`src/rtl/bram_reader.sv`:
```
// bram_reader: streams LEN consecutive words out of a single-port BSRAM
// onto a valid/ready stream, hiding the fixed read latency.
module bram_reader #(
    parameter int ADDR_W = 3,
    parameter int DATA_W = 8,
    parameter int RD_LAT = 2
) (
    input  logic              clk,
    input  logic              rst_n,
    input  logic              start,
    input  logic [ADDR_W-1:0] base_addr,
    input  logic [ADDR_W:0]   len,
    output logic              busy,
    output logic              done,
    output logic [ADDR_W-1:0] bram_ad,
    output logic              bram_ce,
    output logic              bram_oce,
    output logic              bram_wre,
    input  logic [DATA_W-1:0] bram_dout,
    output logic [DATA_W-1:0] rd_data,
    output logic              rd_valid,
    input  logic              rd_ready,
    output logic              rd_last
);

    localparam int FD = RD_LAT + 1;
    localparam int PW = $clog2(FD);
    localparam int CW = $clog2(FD + 1);
    localparam int OW = CW + 1;
    localparam int LW = ADDR_W + 1;

    typedef enum logic [1:0] {
        S_IDLE,
        S_ISSUE,
        S_DRAIN,
        S_DONE
    } state_t;

    state_t state_q, state_d;

    logic [ADDR_W-1:0] addr_q, addr_d;
    logic [LW-1:0]     len_q, len_d;
    logic [LW-1:0]     issued_q, issued_d;
    logic [LW-1:0]     sent_q, sent_d;

    logic [RD_LAT-1:0] pipe_q, pipe_d;

    logic [DATA_W-1:0] fifo_q [FD];
    logic [PW-1:0]     wptr_q, rptr_q;
    logic [PW-1:0]     wptr_nxt, rptr_nxt;
    logic [CW-1:0]     count_q;

    logic          issue;
    logic          push;
    logic          pop;
    logic          credit;
    logic [OW-1:0] inflight;
    logic [OW-1:0] outstanding;

    assign bram_oce = 1'b1;
    assign bram_wre = 1'b0;
    assign bram_ad  = addr_q;
    assign bram_ce  = issue;

    assign busy = (state_q == S_ISSUE) || (state_q == S_DRAIN);
    assign done = (state_q == S_DONE);

    assign rd_valid = (count_q != '0);
    assign rd_data  = fifo_q[rptr_q];
    assign rd_last  = rd_valid && ((sent_q + LW'(1)) == len_q);

    assign pop  = rd_valid && rd_ready;
    assign push = pipe_q[RD_LAT-1];

    // Count reads still travelling through the BRAM pipeline.
    always_comb begin
        inflight = '0;
        for (int i = 0; i < RD_LAT; i++) begin
            inflight = inflight + OW'(pipe_q[i]);
        end
    end

    // A word leaving this cycle frees its FIFO slot before the new one lands.
    assign outstanding = inflight + OW'(count_q) - OW'(pop);
    assign credit      = (outstanding < OW'(FD));

    assign issue = (state_q == S_ISSUE) && (issued_q != len_q) && credit;

    // Next-state logic for the burst controller and its counters.
    always_comb begin
        state_d  = state_q;
        addr_d   = addr_q;
        len_d    = len_q;
        issued_d = issued_q;
        sent_d   = sent_q;
        unique case (state_q)
            S_IDLE: begin
                if (start) begin
                    addr_d   = base_addr;
                    len_d    = len;
                    issued_d = '0;
                    sent_d   = '0;
                    state_d  = (len == '0) ? S_DONE : S_ISSUE;
                end
            end
            S_ISSUE: begin
                if (issue) begin
                    addr_d   = addr_q + ADDR_W'(1);
                    issued_d = issued_q + LW'(1);
                    if ((issued_q + LW'(1)) == len_q) begin
                        state_d = S_DRAIN;
                    end
                end
            end
            S_DRAIN: begin
                if (pop && rd_last) begin
                    state_d = S_DONE;
                end
            end
            S_DONE: begin
                state_d = S_IDLE;
            end
        endcase
        if (pop) begin
            sent_d = sent_q + LW'(1);
        end
    end

    // Burst controller state and counters.
    always_ff @(posedge clk or negedge rst_n) begin
        if (!rst_n) begin
            state_q  <= S_IDLE;
            addr_q   <= '0;
            len_q    <= '0;
            issued_q <= '0;
            sent_q   <= '0;
        end else begin
            state_q  <= state_d;
            addr_q   <= addr_d;
            len_q    <= len_d;
            issued_q <= issued_d;
            sent_q   <= sent_d;
        end
    end

    // Tag shift register mirroring the BRAM read latency.
    always_comb begin
        pipe_d    = '0;
        pipe_d[0] = issue;
        for (int i = 1; i < RD_LAT; i++) begin
            pipe_d[i] = pipe_q[i-1];
        end
    end

    // Latency tag register.
    always_ff @(posedge clk or negedge rst_n) begin
        if (!rst_n) begin
            pipe_q <= '0;
        end else begin
            pipe_q <= pipe_d;
        end
    end

    // Circular pointer advance for a FIFO depth that need not be 2**n.
    always_comb begin
        wptr_nxt = (wptr_q == PW'(FD - 1)) ? '0 : wptr_q + PW'(1);
        rptr_nxt = (rptr_q == PW'(FD - 1)) ? '0 : rptr_q + PW'(1);
    end

    // Output FIFO: captures bram_dout when a tag exits, first-word fall-through.
    always_ff @(posedge clk or negedge rst_n) begin
        if (!rst_n) begin
            for (int i = 0; i < FD; i++) begin
                fifo_q[i] <= '0;
            end
            wptr_q  <= '0;
            rptr_q  <= '0;
            count_q <= '0;
        end else begin
            if (push) begin
                fifo_q[wptr_q] <= bram_dout;
                wptr_q         <= wptr_nxt;
            end
            if (pop) begin
                rptr_q <= rptr_nxt;
            end
            count_q <= count_q + CW'(push) - CW'(pop);
        end
    end

endmodule

```
`config.mk`:
```
export PLATFORM = sky130hd
export DESIGN_NAME = bram_reader
export DESIGN_NICKNAME = d
export VERILOG_FILES = /design/src/rtl/bram_reader.sv
export SDC_FILE = /design/constraint.sdc
export NUM_CORES = 1
export LEC_CHECK = 0
export CORE_AREA = 10 10 98 100
export CTS_CLUSTER_SIZE = 16
export DETAILED_ROUTE_END_ITERATION = 10
export DIE_AREA = 0 0 108 110
export SETUP_SLACK_MARGIN = 0.4
export SLEW_MARGIN = 20
export SYNTH_ARGS = -nofsm -noshare
export SYNTH_HDL_FRONTEND = slang
export SYNTH_SLANG_ARGS = --single-unit
```
`constraint.sdc`:
```
create_clock -name clk -period 4.3 [get_ports clk]
set_input_delay 0.86 -clock clk [delete_from_list [all_inputs] [get_ports clk]]
set_output_delay 0.86 -clock clk [all_outputs]
set_load 0.01 [all_outputs]
```
==> impl_metrics.tcl, run 1 <==
set metrics [dict create \
    status "finished, final reports clean" \
    worst-path-max-fanout 5 \
    drc_errors 0 \
    post-dp-hpwl_um 3798 \
    yosys_register_bits 49 \
    floorplan.core_area_um2 7647 \
    start_util 0.3341 \
    unrepaired_setup_endpoints_after_global_routing "false" \
    most-common-layout-cells "sky130_fd_sc_hd__dfrtp_1 (49), sky130_fd_sc_hd__buf_4 (38), sky130_fd_sc_hd__clkdlybuf4s50_1 (31), sky130_fd_sc_hd__mux2_2 (28), sky130_fd_sc_hd__o21ai_0 (21)" \
    non_filler_instances 397 \
    worstPathBufferInverterCount 19 \
    min_period_over_period 0.8857 \
    total_switching_power_mw 0.9651 \
    slowest_delay_ns 0.27 \
    dp.cells 354 \
    clock_tree_from_tritoncts "built" \
    worst_setup_path_start_kind "primary input" \
    critPathMostFrequentCell "sky130_fd_sc_hd__buf_4" \
    die_width_um 108 \
    power.switching_fraction 0.3797 \
    cts_num_sinks 49 \
    grt_pass1_wl_um 10180 \
    detail-route-antenna-nets 0 \
    reg2reg_slack_ns 0.72 \
    max_freq_mhz 262.6 \
    clkLatencyLatePin_ns 0.31 \
    drive_gt1_frac 0.3085 \
    max-vdd-ir-drop_uv 347.8 \
    timing.setup.critical_path_class "primary input to flop" \
    finalCriticalPeriod_ns 3.808 \
    clockRootBuffer "sky130_fd_sc_hd__clkbuf_8" \
    required_ns 4.50 \
    fill_cells 730 \
    route.vias.total 1868 \
    finalWorstSetupSlack_ns 0.4917 \
    pin_count_of_the_biggest_net_entering_global_routing 37 \
    place_congestion 0.7348 \
    yosys_warnings 0 \
    synth.distinct_cells 37 \
    grt.overflow.total 0 \
    die_area_um2 11880 \
    die_h_um 110 \
    path_cells "dlygate4sd2_1 > o21ai_2 > inv_2 > buf_4 > buf_4 > buf_4 > buf_4 > buf_4 > buf_4 > buf_4 > buf_4 > buf_4 > buf_4 > buf_4 > buf_4 > buf_4 > buf_4 > buf_4 > buf_4 > ha_1 > inv_1 > ha_2 > xnor2_2 > xnor2_1" \
    htree_num_levels 2 \
    ys_async_sr_fraction 1.000 \
    pwr_density_cell_nw_per_um2 749.1 \
    final_common_cell "sky130_fd_sc_hd__dfrtp_1" \
    multi_input_area_um2 1271 \
    timing.clock.skew_ns 0.009978 \
    area_growth_pct 32.81 \
    drv_cap 0 \
    antennaDiodeCount 0 \
    design.final.nets 325 \
    path_delay_family "buffers and inverters" \
    final_hold_viol_count 0 \
    synth_edf_count 0 \
    num_io_pins 37 \
    finalWirelength_um 6122 \
    grt_use_total 0.1075 \
    detail_route.vias_per_cell 4.705 \
    cts_buffers 5 \
    dr.first_iter.drc_count 72 \
    worst_slew_margin_rel 0.4788 \
    cp.arrival_ns 4.01 \
    timing.critical_path.slowest_stage_cell "sky130_fd_sc_hd__ha_1" \
    finalSetupViolations 0 \
    antenna_found_initial 0 \
    power.static_leakage_nw 1.515 \
    worst_setup_hold_path_clk_slew_ns 0.10 \
    cell_count_after_synthesis 223 \
    synth-seq-area-share 0.4799 \
    rows 32 \
    postPlaceCellArea_um2 3003 \
    worst_hold_path_type "flop to flop" \
    worstMarginPinSlew_ns 0.7775 \
    place.port_buffers 34 \
    max-clock-path-buffers 2 \
    grt_pass1_vias 2144 \
    crit_end_category "flop" \
    slew_viol_final 0 \
    clockPowerShare 0.116 \
    synthesis.nets 254 \
    synthesis.area_um2 2555 \
    internal_power_mw 1.577 \
    comb_power_share 0.539 \
    avgSynthCellArea_um2 11.46 \
    routed_wire_per_std_cell_um 15.42 \
    final_util 0.4437 \
    pre_cts_ws_ns -0.1312 \
    regArea_um2 1226 \
    detailedRoute.firstPassIterationCount 4 \
    ys.flop_type "sky130_fd_sc_hd__dfrtp_1" \
    seq_power_share 0.346 \
    fin_area_um2 3393 \
]
## sequential cells by signal (all words and copies together), names as in the netlist
register  cells
rptr_q        2
len_q         4
wptr_q        2
state_q       2
issued_q      4
count_q       2
bram_ad       3
sent_q        4
pipe_q        2
fifo_q       24
## metal layers
metal | part of all wire | global-route usage | wire length [um] | vias to the layer above
met3 | 0.060 | 0.02902 | 365 | 12
li1 | - | - | - | 905
met2 | 0.47 | 0.1815 | 2907 | 52
met4 | 0.023 | 0.04866 | 138 | 0
met1 | 0.44 | 0.1252 | 2709 | 899
met5 | 0 | 0 | 0 | -
## worst paths after layout
path	start	end	cells past startpoint
worst max-delay path	rd_ready	count_q[1]$_DFF_PN0_	24
worst min-delay path	pipe_q[0]$_DFF_PN0_	pipe_q[1]$_DFF_PN0_	0
worst max register to register	count_q[1]$_DFF_PN0_	count_q[1]$_DFF_PN0_	23
worst min register to register	pipe_q[0]$_DFF_PN0_	pipe_q[1]$_DFF_PN0_	0
max in group asynchronous	rst_n	count_q[0]$_DFF_PN0_	2
min in group asynchronous	rst_n	pipe_q[1]$_DFF_PN0_	1
## cells by family (layout without fill, tap and decap cells)
group / after synthesis / count (layout) / synth area share
compound gates: 32 / 32 / 0.08227
xor+xnor: 17 / 17 / 0.06366
flops: 49 / 49 / 0.4799
mux: 41 / 41 / 0.1743
simple gates: 48 / 48 / 0.09550
fa+ha+maj: 12 / 12 / 0.06464
buf+inv: 22 / 94 / 0.03673
other cells: 2 / 2 / 0.002939
## stage by stage
step | total power [mW] | setup TNS [ns] | hold WS, ns
final | 2.542 | 0 | 0.3903
after global routing | 2.761 | 0 | 0.4152
after CTS | 2.525 | 0 | 0.3835
after detailed placement | 2.074 | -0.1312 | 0.3609
after global placement | 2.045 | -0.06568 | 0.3670
after floorplan | 1.646 | 0 | 0.3537
## layout make-up
cell class                      count  share of cell area
Multi-Input combinational cell    152              0.3746
Sequential cell                    49              0.3614
Timing Repair Buffer               73              0.1844
Tap cell                          102             0.03761
Clock buffer                        5             0.02028
Inverter                           13             0.01438
Clock inverter                      3            0.007375
## synth_stat cells (all sizes together), types with 2 or more instances
master	number	share of area
a21o	2	0.0059
and4	2	0.0069
buf	4	0.010
clkbuf	5	0.0073
conb	2	0.0029
dfrtp	49	0.48
fa	2	0.016
ha	10	0.049
inv	13	0.019
mux2	28	0.12
mux2i	13	0.051
nand2	20	0.029
nand2b	3	0.0073
nand3	9	0.018
nand3b	2	0.0059
nor2	2	0.0029
nor2b	2	0.0049
nor3	2	0.0059
nor4	2	0.0049
o21ai	22	0.043
or2	2	0.0049
xnor2	8	0.027
xor2	8	0.027
## power by group through the flow
stage | Sequential, mW | Combinational [mW] | Clock [mW]
floorplan | 0.821 | 0.825 | 0
global placement | 0.876 | 1.17 | 0
detailed placement | 0.885 | 1.19 | 0
CTS | 0.878 | 1.34 | 0.304
global route | 0.916 | 1.52 | 0.325
finish | 0.879 | 1.37 | 0.294
## what timing repair did
item	CTS	global route
setup endpoints to repair	1	1
resized for setup	12	4
endpoints found under the hold margin	0	0
hold buffers	0	0
setup buffers	35	0
pin swaps	4	0
Note: power is estimated with default switching activity, not from simulation.
==> inputs of run 2 (changes only) <==
- CORE_AREA: 10 10 98 100 -> 10 10 104 106
- DIE_AREA: 0 0 108 110 -> 0 0 114 116
==> impl_metrics.tcl, run 2 (synthesis results as in run 1) <==
set metrics [dict create \
    status "finished, final reports clean" \
    finalWorstSetupSlack_ns 0.7825 \
    pre_cts_ws_ns -0.07064 \
    clock_tree_from_tritoncts "built" \
    die_area_um2 13220 \
    unrepaired_setup_endpoints_after_global_routing "false" \
    required_ns 3.44 \
    num_io_pins 37 \
    crit_end_category "output pin" \
    fill_cells 880 \
    place_congestion 0.7960 \
    finalWirelength_um 5670 \
    worst_slew_margin_rel 0.4750 \
    grt_pass1_wl_um 10160 \
    dr.first_iter.drc_count 40 \
    report.power.total_mw 2.505 \
    power.static_leakage_nw 1.462 \
    grt_use_total 0.09298 \
    detail-route-antenna-nets 0 \
    place.port_buffers 34 \
    worst_setup_hold_path_clk_slew_ns 0.09 \
    design.final.nets 311 \
    slew_viol_final 0 \
    finalCriticalPeriod_ns 3.518 \
    rows 34 \
    pwr_density_cell_nw_per_um2 758.6 \
    start_util 0.2944 \
    route.vias.total 1827 \
    timing.clock.skew_ns 0.008258 \
    detailedRoute.firstPassIterationCount 4 \
    die_width_um 114 \
    min_period_over_period 0.8180 \
    fin_area_um2 3302 \
    area_growth_pct 29.24 \
    timing.setup.critical_path_class "primary input to output pin" \
    grt_pass1_vias 2046 \
    max-clock-path-buffers 2 \
    final_common_cell "sky130_fd_sc_hd__dfrtp_1" \
    worst-path-max-fanout 2 \
    drv_cap 0 \
    max-vdd-ir-drop_uv 288.7 \
    cts_num_sinks 49 \
    clkLatencyLatePin_ns 0.30 \
    post-dp-hpwl_um 3969 \
    detail_route.vias_per_cell 4.697 \
    worstMarginPinSlew_ns 0.7832 \
    htree_num_levels 2 \
    cp.arrival_ns 2.66 \
    worst_hold_path_type "flop to flop" \
    worst_setup_path_start_kind "primary input" \
    max_freq_mhz 284.3 \
    routed_wire_per_std_cell_um 14.58 \
    floorplan.core_area_um2 8678 \
    final_hold_viol_count 0 \
    drive_gt1_frac 0.2562 \
    drc_errors 0 \
    max_flop_register "fifo_q" \
    sum_of_negative_setup_slack_ns 0 \
    grt.overflow.total 0 \
    largest_reg_flops 24 \
    most-common-layout-cells "sky130_fd_sc_hd__dfrtp_1 (49), sky130_fd_sc_hd__clkdlybuf4s50_1 (31), sky130_fd_sc_hd__mux2_2 (28), sky130_fd_sc_hd__buf_4 (24), sky130_fd_sc_hd__nand2_1 (20)" \
    antenna_found_initial 0 \
    clockRootBuffer "sky130_fd_sc_hd__clkbuf_8" \
    finalSetupViolations 0 \
    cts_buffers 5 \
    antennaDiodeCount 0 \
    die_h_um 116 \
    pin_count_of_the_biggest_net_entering_global_routing 50 \
    postPlaceCellArea_um2 3010 \
]
[run 2: critical path, stage by stage]
cell and delay (ns):
sky130_fd_sc_hd__dlymetal6s2s_1 0.13, sky130_fd_sc_hd__o21ai_2 0.08, sky130_fd_sc_hd__inv_2 0.07, sky130_fd_sc_hd__ha_4 0.21, sky130_fd_sc_hd__fa_2 0.32, sky130_fd_sc_hd__inv_1 0.08
sky130_fd_sc_hd__fa_1 0.42, sky130_fd_sc_hd__nand2b_1 0.10, sky130_fd_sc_hd__nand3_1 0.11, sky130_fd_sc_hd__nor2_2 0.15, sky130_fd_sc_hd__buf_2 0.14
[run 2: final timing paths]
kind	startpoint	slack, ns	endpoint	cells past startpoint
min reg2reg	pipe_q[0]$_DFF_PN0_	0.39	pipe_q[1]$_DFF_PN0_	0
min in group asynchronous	rst_n	0.64	fifo_q[12]$_DFFE_PN0P_	2
max reg2reg	count_q[1]$_DFF_PN0_	0.93	state_q[1]$_DFFE_PN0P_	14
max	rd_ready	0.78	bram_ce	11
max in group asynchronous	rst_n	3.23	bram_ad[0]$_DFFE_PN0P_	2
min	pipe_q[0]$_DFF_PN0_	0.39	pipe_q[1]$_DFF_PN0_	0
[run 2: per-stage QoR]
| step | hold slack [ns] | cells | util |
|---|---|---|---|
| 2_1_floorplan | 0.3537 | 223 | - |
| 3_3_place_gp | 0.3728 | 360 | 0.3469 |
| 3_5_place_dp | 0.3844 | 360 | 0.3469 |
| 4_1_cts | 0.4028 | 389 | 0.3790 |
| 5_1_grt | 0.3973 | 389 | 0.3805 |
| 6_report | 0.3887 | 389 | 0.3805 |
[run 2: final cells by class]
type,count,area (um2),share of cell area
timing repair buffer,59,524.3,0.1588
sequential,49,1226,0.3714
multi-input combinational,152,1256,0.3804
tap,108,135.1,0.04092
inverter,13,48.80,0.01478
clock inverter,2,38.79,0.01175
clock buffer,6,72.57,0.02198
[run 2: repair_timing]
action                     in CTS  in global routing
gates cloned                    0                  0
hold endpoints to repair        0                  0
hold buffers                    0                  0
buffers inserted               21                  0
pin swaps                       2                  1
setup endpoints to repair       1                 14
resized for setup               7                  7
[run 2: report_power, final]
group,internal [mW],switching (mW)
Clock,0.175,0.158
Combinational,0.730,0.562
Sequential,0.682,0.197
Total,1.59,0.918
[run 2: per-layer routing]
metal / GRT usage / up-vias / part of all wire
met3: 0.03359 / 15 / 0.074
met2: 0.1393 / 50 / 0.43
met4: 0.03592 / 0 / 0.023
li1: - / 888 / -
met1: 0.1196 / 874 / 0.47
met5: 0 / - / 0
